### src/rtl/load_store_unit_if.sv
// load_store_unit_if: request/acknowledge data-memory bus between the LSU (master) and memory (slave)
interface load_store_unit_if #(parameter int data_width = 32);
    logic                    mem_req;
    logic                    mem_we;
    logic [data_width-1:0]   mem_addr;
    logic [3:0]              mem_be;
    logic [data_width-1:0]   mem_wdata;
    logic                    mem_ack;
    logic [data_width-1:0]   mem_rdata;

    modport master (
        output mem_req, mem_we, mem_addr, mem_be, mem_wdata,
        input  mem_ack, mem_rdata
    );

    modport slave (
        input  mem_req, mem_we, mem_addr, mem_be, mem_wdata,
        output mem_ack, mem_rdata
    );
endinterface

### src/rtl/load_store_unit.sv
// load_store_unit: memory stage doing byte-lane placement, alignment checks and load extension,
// with a one-cycle writeback pulse for loads, stores, errors and pass-through results.
module load_store_unit #(parameter int data_width = 32) (
    input  logic                  clk,
    input  logic                  rst,
    input  logic                  valid_in,
    output logic                  ready_in,
    input  logic [data_width-1:0] alu_result,
    input  logic [data_width-1:0] data_rs2,
    input  logic                  mem_read,
    input  logic                  mem_write,
    input  logic [2:0]            funct3,
    input  logic [4:0]            rd,
    load_store_unit_if.master     mem,
    output logic                  wb_valid,
    output logic [data_width-1:0] wb_data,
    output logic [4:0]            wb_rd,
    output logic                  wb_err
);
    typedef enum logic {st_idle, st_wait} state_t;

    state_t          state, state_next;
    logic [2:0]      f3_q;
    logic [1:0]      off_q;
    logic [4:0]      rd_q;
    logic            accept, is_mem, is_h, is_w, err;
    logic [3:0]      be;
    logic [31:0]     wdata, ld_data;
    logic [7:0]      ld_byte;
    logic [15:0]     ld_half;

    assign ready_in   = (state == st_idle) && !rst;
    assign accept     = valid_in && ready_in;
    assign mem.mem_req = (state == st_wait);

    always_comb begin
        is_mem = mem_read || mem_write;
        is_h   = funct3[1:0] == 2'b01;
        is_w   = funct3 == 3'd2;
        err    = is_mem && ((mem_read && mem_write)
                 || !(funct3 inside {3'd0, 3'd1, 3'd2, 3'd4, 3'd5})
                 || (mem_write && funct3[2])
                 || (is_h && alu_result[0])
                 || (is_w && alu_result[1:0] != 2'b00));
        be     = is_w ? 4'b1111 : is_h ? 4'b0011 << alu_result[1:0] : 4'b0001 << alu_result[1:0];
        wdata  = is_w ? data_rs2 : is_h ? {2{data_rs2[15:0]}} : {4{data_rs2[7:0]}};
        // sign bit suppressed for the unsigned variants (funct3[2] set)
        ld_byte = mem.mem_rdata[8*off_q +: 8];
        ld_half = off_q[1] ? mem.mem_rdata[31:16] : mem.mem_rdata[15:0];
        ld_data = f3_q == 3'd2 ? mem.mem_rdata
                : f3_q[0] ? {{16{~f3_q[2] & ld_half[15]}}, ld_half}
                : {{24{~f3_q[2] & ld_byte[7]}}, ld_byte};
    end

    always_comb begin
        state_next = state;
        if (state == st_idle)
            state_next = (accept && is_mem && !err) ? st_wait : st_idle;
        else
            state_next = mem.mem_ack ? st_idle : st_wait;
    end

    always_ff @(posedge clk)
        if (rst) state <= st_idle;
        else     state <= state_next;

    always_ff @(posedge clk) begin
        if (rst) begin
            mem.mem_we    <= 1'b0;
            mem.mem_be    <= 4'b0;
            mem.mem_addr  <= '0;
            mem.mem_wdata <= '0;
            f3_q          <= 3'd0;
            off_q         <= 2'd0;
            rd_q          <= 5'd0;
            wb_valid      <= 1'b0;
            wb_data       <= '0;
            wb_rd         <= 5'd0;
            wb_err        <= 1'b0;
        end else begin
            wb_valid <= 1'b0;
            if (accept && !is_mem) begin
                wb_valid <= 1'b1;
                wb_data  <= alu_result;
                wb_rd    <= rd;
                wb_err   <= 1'b0;
            end else if (accept && err) begin
                wb_valid <= 1'b1;
                wb_data  <= '0;
                wb_rd    <= rd;
                wb_err   <= 1'b1;
            end else if (accept) begin
                mem.mem_we    <= mem_write;
                mem.mem_be    <= be;
                mem.mem_addr  <= {alu_result[31:2], 2'b00};
                mem.mem_wdata <= wdata;
                f3_q          <= funct3;
                off_q         <= alu_result[1:0];
                rd_q          <= rd;
            end else if (state == st_wait && mem.mem_ack) begin
                wb_valid <= 1'b1;
                wb_data  <= mem.mem_we ? '0 : ld_data;
                wb_rd    <= rd_q;
                wb_err   <= 1'b0;
            end
        end
    end
endmodule

### src/flat_wrapper.sv
// flat-port wrapper written by rule: the top's interface ports become plain ports
module load_store_unit_flat 
#(parameter int data_width = 32)
  (clk, rst, valid_in, ready_in, alu_result, data_rs2, mem_read, mem_write, funct3, rd, wb_valid, wb_data, wb_rd, wb_err, mem_mem_req, mem_mem_we, mem_mem_addr, mem_mem_be, mem_mem_wdata, mem_mem_ack, mem_mem_rdata);
  load_store_unit_if #(.data_width(data_width)) mem_i ();
  input  logic clk;
  input  logic rst;
  input  logic valid_in;
  output logic ready_in;
  input  logic [data_width-1:0] alu_result;
  input  logic [data_width-1:0] data_rs2;
  input  logic mem_read;
  input  logic mem_write;
  input  logic [2:0] funct3;
  input  logic [4:0] rd;
  output logic wb_valid;
  output logic [data_width-1:0] wb_data;
  output logic [4:0] wb_rd;
  output logic wb_err;
  output wire logic [$bits(mem_i.mem_req)-1:0] mem_mem_req;
  output wire logic [$bits(mem_i.mem_we)-1:0] mem_mem_we;
  output wire logic [$bits(mem_i.mem_addr)-1:0] mem_mem_addr;
  output wire logic [$bits(mem_i.mem_be)-1:0] mem_mem_be;
  output wire logic [$bits(mem_i.mem_wdata)-1:0] mem_mem_wdata;
  input wire logic [$bits(mem_i.mem_ack)-1:0] mem_mem_ack;
  input wire logic [$bits(mem_i.mem_rdata)-1:0] mem_mem_rdata;
  assign mem_mem_req = mem_i.mem_req;
  assign mem_mem_we = mem_i.mem_we;
  assign mem_mem_addr = mem_i.mem_addr;
  assign mem_mem_be = mem_i.mem_be;
  assign mem_mem_wdata = mem_i.mem_wdata;
  assign mem_i.mem_ack = mem_mem_ack;
  assign mem_i.mem_rdata = mem_mem_rdata;
  load_store_unit #(.data_width(data_width)) u_core (.clk(clk), .rst(rst), .valid_in(valid_in), .ready_in(ready_in), .alu_result(alu_result), .data_rs2(data_rs2), .mem_read(mem_read), .mem_write(mem_write), .funct3(funct3), .rd(rd), .mem(mem_i), .wb_valid(wb_valid), .wb_data(wb_data), .wb_rd(wb_rd), .wb_err(wb_err));
endmodule
### config.mk
export PLATFORM = sky130hd
export DESIGN_NAME = load_store_unit_flat
export DESIGN_NICKNAME = d
export VERILOG_FILES = /design/src/rtl/load_store_unit_if.sv /design/src/rtl/load_store_unit.sv /design/src/flat_wrapper.sv
export SDC_FILE = /design/constraint.sdc
export NUM_CORES = 1
export LEC_CHECK = 0
export BUFFER_PORTS_ARGS = -buffer_cell sky130_fd_sc_hd__buf_2
export CORE_ASPECT_RATIO = 0.75
export CORE_UTILIZATION = 52
export DETAILED_ROUTE_END_ITERATION = 12
export GPL_TIMING_DRIVEN = 0
export PLACE_DENSITY_LB_ADDON = 0.2
export SLEW_MARGIN = 20
export SYNTH_ARGS = -nofsm -noshare
export SYNTH_HDL_FRONTEND = slang
export SYNTH_SLANG_ARGS = --single-unit
### constraint.sdc
create_clock -name clk -period 5 [get_ports clk]
set_clock_uncertainty 0.05 [all_clocks]
set_input_delay 1 -clock clk [delete_from_list [all_inputs] [get_ports clk]]
set_output_delay 1 -clock clk [all_outputs]
set_load 0.05 [all_outputs]
==> results of run 1 <==
-- cells by family (layout without fill, tap and decap cells) --
family,count (synthesis),after routing
buffers and inverters,62,307
DFF,117,117
and+or+nand+nor,319,319
AOI/OAI and AO/OA,165,165
muxes,28,28
other,1,2
-- state kept, by name, indices dropped and copies added (netlist names) --
| signal | count |
|---|---|
| u_core.wb_valid | 1 |
| u_core.wb_rd | 5 |
| u_core.f3_q | 3 |
| u_core.mem.mem_we | 1 |
| u_core.mem.mem_wdata | 32 |
| u_core.wb_err | 1 |
| u_core.mem.mem_req | 1 |
| u_core.mem.mem_addr | 30 |
| u_core.rd_q | 5 |
| u_core.mem.mem_be | 4 |
| u_core.wb_data | 32 |
| u_core.off_q | 2 |
-- metrics by stage --
step	power (mW)	hold slack [ps]	cells
floorplan	1.34	387	693
global placement	1.49	389	1040
detailed placement	1.50	394	1040
CTS	2.88	401	1070
global route	2.96	425	1070
finish	2.89	401	1070
-- cells in the final DEF (no fill, tap or decap), types with 9 or more instances in the layout --
| master | synthesis | final |
|---|---|---|
| sky130_fd_sc_hd__a211oi_1 | 17 | 17 |
| sky130_fd_sc_hd__a21oi_1 | 58 | 58 |
| sky130_fd_sc_hd__a221oi_1 | 9 | 9 |
| sky130_fd_sc_hd__a311oi_1 | 38 | 38 |
| sky130_fd_sc_hd__buf_2 | 21 | 236 |
| sky130_fd_sc_hd__clkbuf_1 | 30 | 31 |
| sky130_fd_sc_hd__clkbuf_16 | 0 | 17 |
| sky130_fd_sc_hd__dfxtp_1 | 117 | 117 |
| sky130_fd_sc_hd__mux2_2 | 9 | 9 |
| sky130_fd_sc_hd__mux2i_1 | 18 | 18 |
| sky130_fd_sc_hd__nand2_1 | 159 | 159 |
| sky130_fd_sc_hd__nor2_1 | 99 | 99 |
| sky130_fd_sc_hd__nor3_1 | 37 | 37 |
| sky130_fd_sc_hd__o21ai_0 | 10 | 10 |
| sky130_fd_sc_hd__o21ai_1 | 9 | 9 |
-- cell type report --
class                   instances  share of cell area (%)
plain buffers                  59                    3.68
clock buffers                  21                    6.41
clock inverters                 9                    2.71
inverters                       3                   0.154
multi-input cells             514                    38.2
flip-flops and latches        117                    31.9
well taps                     132                    2.25
repair buffers                215                    14.7
-- worst max path at each step --
stage | slack (ps) | cells past startpoint | endpoint
floorplan | 1870 | 8 | u_core.mem.mem_be[2]
CTS | 2160 | 4 | ready_in
finish | 2150 | 4 | ready_in
detailed placement | 1860 | 6 | u_core.wb_data[3]
global placement | 1930 | 6 | u_core.wb_data[3]
global route | 2090 | 4 | ready_in
-- power breakdown --
| part | internal, mW | leakage [nW] | switching [mW] |
|---|---|---|---|
| sequential | 0.977 | 0.952 | 0.0250 |
| clock | 0.967 | 0.329 | 0.424 |
| combinational | 0.140 | 1.86 | 0.352 |
-- cells in the mapped netlist (4+ instances only) --
cell type / count
sky130_fd_sc_hd__a211oi_1: 17
sky130_fd_sc_hd__a21oi_1: 58
sky130_fd_sc_hd__a221oi_1: 9
sky130_fd_sc_hd__a311oi_1: 38
sky130_fd_sc_hd__a31oi_1: 7
sky130_fd_sc_hd__buf_1: 4
sky130_fd_sc_hd__buf_2: 21
sky130_fd_sc_hd__clkbuf_1: 30
sky130_fd_sc_hd__dfxtp_1: 117
sky130_fd_sc_hd__mux2_2: 9
sky130_fd_sc_hd__mux2i_1: 18
sky130_fd_sc_hd__nand2_1: 159
sky130_fd_sc_hd__nand3_1: 7
sky130_fd_sc_hd__nor2_1: 99
sky130_fd_sc_hd__nor2b_1: 5
sky130_fd_sc_hd__nor3_1: 37
sky130_fd_sc_hd__o21ai_0: 10
sky130_fd_sc_hd__o21ai_1: 9
sky130_fd_sc_hd__o221ai_1: 7
-- critical path, delay by kind of cell --
family                 cells  cell delay (ps)
buffers and inverters      3              620
AND/OR/NAND/NOR            1              170
-- metal layers --
metal  vias to the layer above  wire length (um)  track usage [%]
li1                       2901                 -                -
met1                      2974              8360             51.2
met2                       369              8880             57.7
met3                        41              2290             9.22
met4                         0               435             15.4
met5                         -                 0                0
==> metrics list, run 1 <==
- Register bit count reported by yosys: 117
* Count of final hold-check violations: 0
- In this run the worst setup path begins at rst.
- For this run, asynchronously set or reset flops after synthesis account for 0%.
* Period minus WS final: 2850 ps
- Static power due to leakage: 3.14 nW
- Number of violations of the max-capacitance limit: 0
- Total Negative Setup Slacks: 0 ps
- The net count of the finished layout is 1037.
- The largest total area in the synthesized netlist belongs to sky130_fd_sc_hd__dfxtp_1.
* Die Width: 120 um
* Dominant combinational cell family by area after synthesis: simple AND/OR/NAND/NOR gates
* Number of remaining DRC errors: 0
- For this block, the via count after detailed routing is 6285.
- Final std cell area, no fill: 7330 um^2
- The layout has 792 filler cells.
- After Yosys synthesis, XOR and XNOR cells account for 0% of the synthesized area.
- Slack of the critical path: 2150 ps
- 0 antenna diodes ended up in the layout.
- First-pass GRT wire length: 31600 um
* Multi-input gate area: 2800 um^2
- The mapped netlist covers 5420 um^2.
- Summing the areas of all compound-gate instances in the mapped netlist gives 21.8% of the synthesized area.
- Startpoint type of the worst setup path: primary input
- Number of iterations in the first detailed-routing pass: 5
- Worst hold path type: register to register
- GP Congestion: 0.953
* Sequential-to-total area share from yosys stat: 43.2%
- Number of buffers inserted by hold repair at cts: 0
* Layout overhead on the synthesized area: 35.3%
- At the pin with the least slew margin, the transition time is 748 ps.
- Tcrit/Tclk final: 57.0%
- The worst hold path terminates at u_core.mem.mem_addr[23].
* Cell area after placement: 6670 um^2
* # setup viols final: 0
* Simple-gate area share of the yosys netlist: 24.1%
* Max incr delay on CP: 300 ps
- Clock latency on the worst-skew pair: 420 ps
* Most prevalent standard cell on the critical path: sky130_fd_sc_hd__buf_2
* Avg Cell Area, Syn: 7.83 um^2
- Worst-case vdd ir drop: 0.000289 V
- The initialized floorplan defines 31 standard-cell rows.
* Worst endpoint required time: 3950 ps
- Initial antenna violation count: 0
- GRT Resource Usage Total: 37.9%
- Registers take 2340 um^2.
- Total clock sinks: 117
- In the final routed layout, each cell accounts on average for 18.7 um.
- For the worst setup path, the data arrival time is 1800 ps.
- Critical path class: primary input to primary output
* Start point of the worst hold path: u_core.mem.mem_addr[23]
- Counting along the longest clock path gives a buffer depth of 2.
* Hold Path Cell Cnt: 2
- Util after Layout: 74.2%
* Share of synthesized cell area in full adder, half adder and majority cells: 0%
* Number of I/O pins: 220
- Worst Setup End Kind: primary output
- Mux contribution to synthesized area: 5.61%
* Launching point of the worst reg2reg path: u_core.mem.mem_req
* Mean number of vias per cell: 5.87
- Detailed-route wire length: 20000 um
- Max Transition Viols Final: 0
* Power density of the placed cells: 393 nW/um^2
- Setup repair after global routing left no endpoint under its margin.
- TritonCTS built the clock tree.
- Yosys mapped the design onto 43 distinct sky130hd cell types.
- Traced cell by cell, the critical path runs through buf_2 > clkbuf_1 > nor2_1 > buf_2.
- First-iteration detailed-routing DRC count: 687
- The initial utilization of the core area, before any placement, comes to 54.8%.
- Counting cells, the worst reg-to-reg path comes to 8.
- Among all stages on the critical path, the largest delay is contributed by sky130_fd_sc_hd__buf_2.
- For this run, the leading register cell type out of synthesis is sky130_fd_sc_hd__dfxtp_1.
* Number of global-route vias before repair: 6049
- In the final layout, the share of cells above drive strength 1 is 31.2%.
- Leading post-synthesis cells by cell area: sky130_fd_sc_hd__dfxtp_1 (43%), sky130_fd_sc_hd__nand2_1 (11%), sky130_fd_sc_hd__nor2_1 (6.9%)
- In the synthesized netlist, the number of instances is 692.
- The floorplan step defined a die boundary enclosing 10800 um^2.
- Once detailed placement completed, the half-perimeter wirelength came to 14800 um.
- Reg-to-reg endpoint: u_core.mem.mem_addr[5]
* Antenna Nets Post-Route: 0
* Largest net degree at the start of global routing: 17
- In this run the worst path has a maximum fanout of 10.
* Normalized max-slew margin: 49.9%
* H-tree lvl count: 4
- Root buf cell: sky130_fd_sc_hd__clkbuf_16
- In this run the vertical extent of the chip is 90.4 um.
- The worst register-to-register path has a setup slack of 2680 ps.
* Number of buffers added for setup after CTS: 0
* Dpl ws: 1860 ps
- Total core area: 9890 um^2
* GRT Residual Overflow: 0
* Area share of the largest cell type after synthesis: 43.2%
* CTS buffer count: 17
* Clk slew on worst S/H paths: 50 ps
* Achievable frequency: 351 MHz
* Number of warnings reported in the yosys synthesis log: 0
- Resized Gates After CTS: 0
- Count of flip-flops with a built-in enable after synthesis: 0
* Number of buffers inserted by port buffering: 215
- Status: completed
No activity file was read; power rests on OpenSTA's default activity.
==> run 2, diff against run 1 <==
Settings changed: CORE_UTILIZATION 52 to 49.
Clock period 5 ns to 2.98 ns, I/O delays scaled along.
==> metrics list, run 2 (synthesized netlist as in run 1, its figures left out) <==
* Status: completed
* Starting utilization of the core area: 51.5%
- The root buffer cell chosen for the clock tree is sky130_fd_sc_hd__clkbuf_16.
- In this run the post-CTS setup repair buffer count came out at 0.
* Detailed-route via count: 6191
- Most frequent standard cell in the layout excluding fill and tap cells: sky130_fd_sc_hd__buf_2
* Clk slew on worst S/H paths: 50 ps
- For this design, the CTS-stage hold fixing added 0 buffers.
* Worst Setup End Kind: register
* Max Transition Viols Final: 0
- Largest registers: u_core.mem.mem_wdata: 32 flops, u_core.wb_data: 32 flops, u_core.mem.mem_addr: 30 flops
* Final std cell area, no fill: 7270 um^2
- Number of remaining DRC errors: 0
- The filler cells instantiated in the layout total 910.
- CTS buffer count: 17
- After the first detailed-routing iteration, the DRC count stood at 513.
- From left edge to right edge, the die measures 123 um.
- At the worst endpoint, the arrival time is 2600 ps.
- Number of iterations in the first detailed-routing pass: 5
* H-tree lvl count: 4
* Worst-case vdd ir drop: 0.000443 V
- Reg-to-reg endpoint: u_core.rd_q[2]
- Half-perimeter wire length after detailed placement: 14900 um
- In the finished design, the share of the clock period the worst path needs comes to 77.8%.
- The first global-routing pass estimated 29400 um of wire.
* Combinational group share of total power: 18.0%
- The most critical setup path has its startpoint at u_core.mem.mem_req.
- Layout cells sized above 1: 31.2%
* Antenna Nets Post-Route: 0
- Start point of the worst hold path: alu_result[19]
- # setup viols final: 0
- Net switching share of the total power: 29.1%
- Summed over all nets, the switching power comes to 1.33 mW.
- Final #Nets: 1037
- Clock power frac: 45.2%
* Std cell rows: 32
- After layout, the design draws a total of 4.57 mW.
- Dpl ws: 341 ps
* Clock tree from TritonCTS: yes
- On the final layout, the worst hold slack is 390 ps.
- Clock latency on the worst-skew pair: 400 ps
- Final std cells w/o fill: 1074
* Setup slack, reg-to-reg: 660 ps
* Number of I/O pins: 220
* Slack of the critical path: 663 ps
- In this run the worst path has a maximum fanout of 10.
* Number of global-route vias before repair: 5714
- After clock tree synthesis, the repair step resized 0 gates.
- Routed wire length per instance: 18.0 um
- GP Congestion: 0.983
* Period minus WS final: 2320 ps
* Worst endpoint required time: 3260 ps
* Measured slew at the worst slew-check pin: 677 ps
* Sequential power share: 36.8%
- Headroom to the max-slew limit came out at 54.9%.
- Launching point of the worst reg2reg path: u_core.mem.mem_req
* Achievable frequency: 432 MHz
- The number of antenna diodes in the final layout is 0.
* Total clock sinks: 117
- RSZ-0062 raised after global routing: false
- Hold Path Cell Cnt: 3
- Area enclosed by the die boundary: 11500 um^2
* Total core area: 10500 um^2
* Worst hold path type: primary input to register
- Startpoint type of the worst setup path: register
- Layout overhead on the synthesized area: 34.1%
- GRT Residual Overflow: 0
- The number of placed instances, taps included, is 1044.
- Initial antenna violation count: 0
- Critical path class: register to register
- Internal Dissipation: 3.24 mW
- Measured on the finished design, the core utilization comes to 69.0%.
- Buffers placed on the I/O ports in this run total 215.
* Static power due to leakage: 3.10 nW
- Global routing used 33.8% of the available tracks across all layers.
* Maximum buffer depth of the clock tree: 2
- The critical path ends at u_core.rd_q[2].
- Largest net degree at the start of global routing: 17
* Number of violations of the max-capacitance limit: 0
* Depth of the worst register-to-register path: 8
- Die extent in y: 93.1 um
- In this run the cell area measured after placement is 6670 um^2.
- Detailed-route wire length: 19300 um
- Total Negative Setup Slacks: 0 ps
- In this run the power density over the cells is 628 nW/um^2.
* Count of final hold-check violations: 0
* Most frequent cells in the layout: sky130_fd_sc_hd__buf_2 (236), sky130_fd_sc_hd__nand2_1 (159), sky130_fd_sc_hd__dfxtp_1 (117)
* Mean number of vias per cell: 5.76
-- run 2: area by class of cell --
| class | instances | area, um^2 | area share [%] |
|---|---|---|---|
| well taps | 136 | 170 | 2.34 |
| flip-flops and latches | 117 | 2340 | 32.2 |
| inverters | 3 | 11.3 | 0.155 |
| repair buffers | 215 | 1080 | 14.8 |
| clock inverters | 9 | 128 | 1.76 |
| plain buffers | 59 | 270 | 3.72 |
| multi-input cells | 514 | 2800 | 38.5 |
| clock buffers | 21 | 470 | 6.47 |
-- run 2: power by group through the flow --
stage	clock, mW	combinational, mW	sequential [mW]
after global routing	2.16	0.871	1.69
after CTS	2.08	0.810	1.68
final	2.07	0.821	1.68
after floorplan	0	0.295	1.95
after detailed placement	0	0.805	1.71
after global placement	0	0.789	1.71
-- run 2: layer usage --
metal | GRT usage (%) | part of all wire [%] | up-vias
met5 | 0 | 0 | -
met1 | 45.7 | 43 | 2916
met4 | 9.64 | 1.4 | 0
met3 | 12.1 | 12 | 26
met2 | 50.5 | 44 | 344
li1 | - | - | 2905
-- run 2: worst max-delay path, cell delays in order, from the launching register on --
cell and delay [ps]:
sky130_fd_sc_hd__dfxtp_1 330, sky130_fd_sc_hd__clkbuf_1 390, sky130_fd_sc_hd__nor2_1 130, sky130_fd_sc_hd__nand3_1 170, sky130_fd_sc_hd__or2_1 110, sky130_fd_sc_hd__buf_2 180
sky130_fd_sc_hd__clkbuf_1 530, sky130_fd_sc_hd__nand2_1 160, sky130_fd_sc_hd__a21oi_1 180
-- run 2: worst min-delay path by stage --
stage / to / slack [ps]
finish: u_core.mem.mem_addr[19] / 390
global route: u_core.mem.mem_addr[25] / 390
CTS: u_core.mem.mem_addr[21] / 380
detailed placement: u_core.mem.mem_wdata[4] / 390
global placement: u_core.mem.mem_addr[14] / 390
floorplan: u_core.rd_q[0] / 390
==> run 3, diff against run 2 <==
Settings changed: ABC_AREA from default to 1, CORE_UTILIZATION 49 to 45.
Clock period 2.98 ns to 2.1 ns, I/O delays scaled along.
==> metrics list, run 3 <==
* Normalized max-slew margin: 56.3%
* Start point of the worst hold path: alu_result[20]
* Worst hold path type: primary input to register
* Number of iterations in the first detailed-routing pass: 5
* Most prevalent standard cell on the critical path: sky130_fd_sc_hd__nand2_1
* Number of violations of the max-capacitance limit: 0
* Maximum fanout encountered on the critical timing path: 10
* Maximum buffer depth of the clock tree: 2
* Total core area: 12400 um^2
- Critical-path cell with the highest stage delay: sky130_fd_sc_hd__dfxtp_1
* GP Congestion: 0.953
* Number of buffers inserted by port buffering: 215
- Synth cell types: 29
* Avg Cell Area, Syn: 6.67 um^2
* Tcrit/Tclk final: 88.4%
* H-tree lvl count: 4
- Cell type group with the largest total delay on the critical path: simple AND/OR/NAND/NOR gates
- Number of I/O pins: 220
- Layout cells sized above 1: 29.1%
* Post-Synthesis Cells: 874
- Status: completed
- Initial antenna violation count: 0
- Clock latency on the worst-skew pair: 420 ps
- The number of global-route vias before repair came to 5844.
* # setup viols final: 0
* Sequential power share: 34.6%
- Resized Gates After CTS: 0
- Number of warnings reported in the yosys synthesis log: 0
- The synthesized design contains 117 register bits.
* Worst-path cell chain: nand2_1 > nand3_2 > nand2_1 > a21oi_2 > buf_4 > nand4_1 > a21oi_1
* Critical path class: register to register
- At the pin with the least slew margin, the transition time is 656 ps.
- The final route contains 6514 vias.
- Met2 GRT Util: 43.5%
- The net count of the finished layout is 1219.
* CTS buffer count: 17
- Period minus WS final: 1860 ps
- GRT Residual Overflow: 0
- Most frequent standard cell in the layout excluding fill and tap cells: sky130_fd_sc_hd__nand2_1
- After global routing, the most crowded layer is met1.
* Met3 usage: 8.14%
- The synthesized design contains 0 enable-type register cells.
* Ranking of synthesized cells by instance count: sky130_fd_sc_hd__nand2_1 (292), sky130_fd_sc_hd__dfxtp_1 (117), sky130_fd_sc_hd__a21oi_1 (102)
* Half-perimeter wire length after detailed placement: 15200 um
* First-iteration detailed-routing DRC count: 490
- Dpl ws: 43.2 ps
* Largest net degree at the start of global routing: 17
- Data on the critical path arrives at its endpoint at 2150 ps.
* Total Negative Setup Slacks: 0 ps
- Std cell rows: 35
- The share of synthesized area in the top cell type comes to 40.2%.
- Critical path origin: u_core.off_q[1]
* Launching point of the worst reg2reg path: u_core.off_q[1]
- GRT Resource Usage Total: 30.5%
- Detailed-route wire length: 20000 um
- Top FF cell, synth: sky130_fd_sc_hd__dfxtp_1
* RSZ-0062 raised after global routing: false
- Internal Dissipation: 4.63 mW
- Most frequent cells in the layout: sky130_fd_sc_hd__nand2_1 (292), sky130_fd_sc_hd__buf_2 (231), sky130_fd_sc_hd__dfxtp_1 (117)
- The number of placed instances, taps included, is 1256.
- Final std cells w/o fill: 1288
* Clock tree from TritonCTS: yes
- The clock drives 117 sinks.
- Routed wire length per instance: 15.5 um
* Power density of the placed cells: 917 nW/um^2
* Die extent in y: 101 um
* Startpoint type of the worst setup path: register
- Achievable frequency: 539 MHz
- Net switching is 34.5% of the power.
- For the worst setup path, the data required time is 2390 ps.
- The max-slew violation count came to 0.
- The die is 133 um wide.
- Largest registers: u_core.mem.mem_wdata: 32 flops, u_core.wb_data: 32 flops, u_core.mem.mem_addr: 30 flops
- Buffering stage count on the worst path with inverters included: 1
- Number of buffers inserted by hold repair at cts: 0
- Starting utilization of the core area: 46.9%
* Most frequent cell after synthesis: sky130_fd_sc_hd__nand2_1
- Number of remaining DRC errors: 0
- Leading post-synthesis cells by cell area: sky130_fd_sc_hd__dfxtp_1 (40%), sky130_fd_sc_hd__nand2_1 (19%), sky130_fd_sc_hd__a21oi_1 (8.8%)
- First-pass GRT wire length: 31300 um
- On the worst path, the slowest cell contributes a delay of 480 ps.
- Summing every instance area after synthesis gives 5830 um^2.
- STA classifies the critical path endpoint as a register.
- Mean number of vias per cell: 5.06
- Combinational logic is responsible for 24.0% of the overall power.
- Async set-reset flop share out of synthesis: 0%
- Across all setup checks in the final design, the least slack found is 243 ps.
- sky130_fd_sc_hd__dfxtp_1 takes more of the synthesized area than any other cell.
- The number of endpoints with negative hold slack in the final report came to 0.
- Sequential-to-total area share from yosys stat: 40.2%
* Clock power frac: 41.4%
- In this run the static leakage power is 3.85 nW.
* GR Layer Usage met1: 44.7%
* Worst-case vdd ir drop: 0.000590 V
- CTS placed an instance of sky130_fd_sc_hd__clkbuf_16 at the clock tree root.
* Layout overhead on the synthesized area: 32.3%
* Antenna Nets Post-Route: 0
- Clock-pin slew was measured on the worst setup and hold paths at 60 ps.
* Power spent charging and discharging nets: 2.44 mW
- The number of antenna diodes in the final layout is 0.
- Area enclosed by the die boundary: 13400 um^2
- Number of buffers added for setup after CTS: 0
-- run 3: per-stage QoR --
stage	hold WS [ps]	total power, mW	instance area, um^2	utilization [%]
finish	207	7.07	7710	62.0
global route	217	7.35	7710	62.0
CTS	201	7.06	7710	62.0
detailed placement	400	4.16	7120	57.2
global placement	397	4.15	7120	57.2
floorplan	400	3.66	5840	-
-- run 3: final cells by class --
type	instances	area, um^2
clock buffers	19	443
multi-input cells	643	2930
plain buffers	57	347
fillers	1224	4720
clock inverters	13	151
repair buffers	215	1080
well taps	166	208
inverters	58	218
flip-flops and latches	117	2340
-- run 3: routing by layer --
metal	part of all wire [%]	wire, um
met5	0	0
met4	1.3	255
met3	10	2100
met2	41	8130
met1	48	9520
-- run 3: power groups by stage --
stage | Combinational [mW] | Sequential (mW) | Clock [mW]
final | 1.70 | 2.44 | 2.93
after global routing | 1.83 | 2.46 | 3.06
after CTS | 1.68 | 2.44 | 2.94
after detailed placement | 1.67 | 2.49 | 0
after global placement | 1.66 | 2.49 | 0
after floorplan | 0.710 | 2.95 | 0
-- run 3: path summary, 6_finish.rpt --
kind | to | slack [ps] | cells after the start
worst max register to register | u_core.wb_data[22] | 240 | 7
worst min-delay path | u_core.mem.mem_addr[20] | 210 | 3
worst min register to register | u_core.mem.mem_addr[17] | 410 | 2
worst max-delay path | u_core.wb_data[22] | 240 | 7
-- run 3: kinds of logic after synthesis --
kind of cell | count (synthesis) | share of synthesized area, %
AO/OA/AOI/OAI | 184 | 16.7
buffers and inverters | 115 | 9.68
flip-flops | 117 | 40.2
other | 1 | 0.0643
AND/OR/NAND/NOR | 457 | 33.4
-- run 3: tightest hold or removal path, cell delays in order --
cell	delay, ps
sky130_fd_sc_hd__buf_2	110
sky130_fd_sc_hd__nand2_1	50
sky130_fd_sc_hd__a21oi_1	50
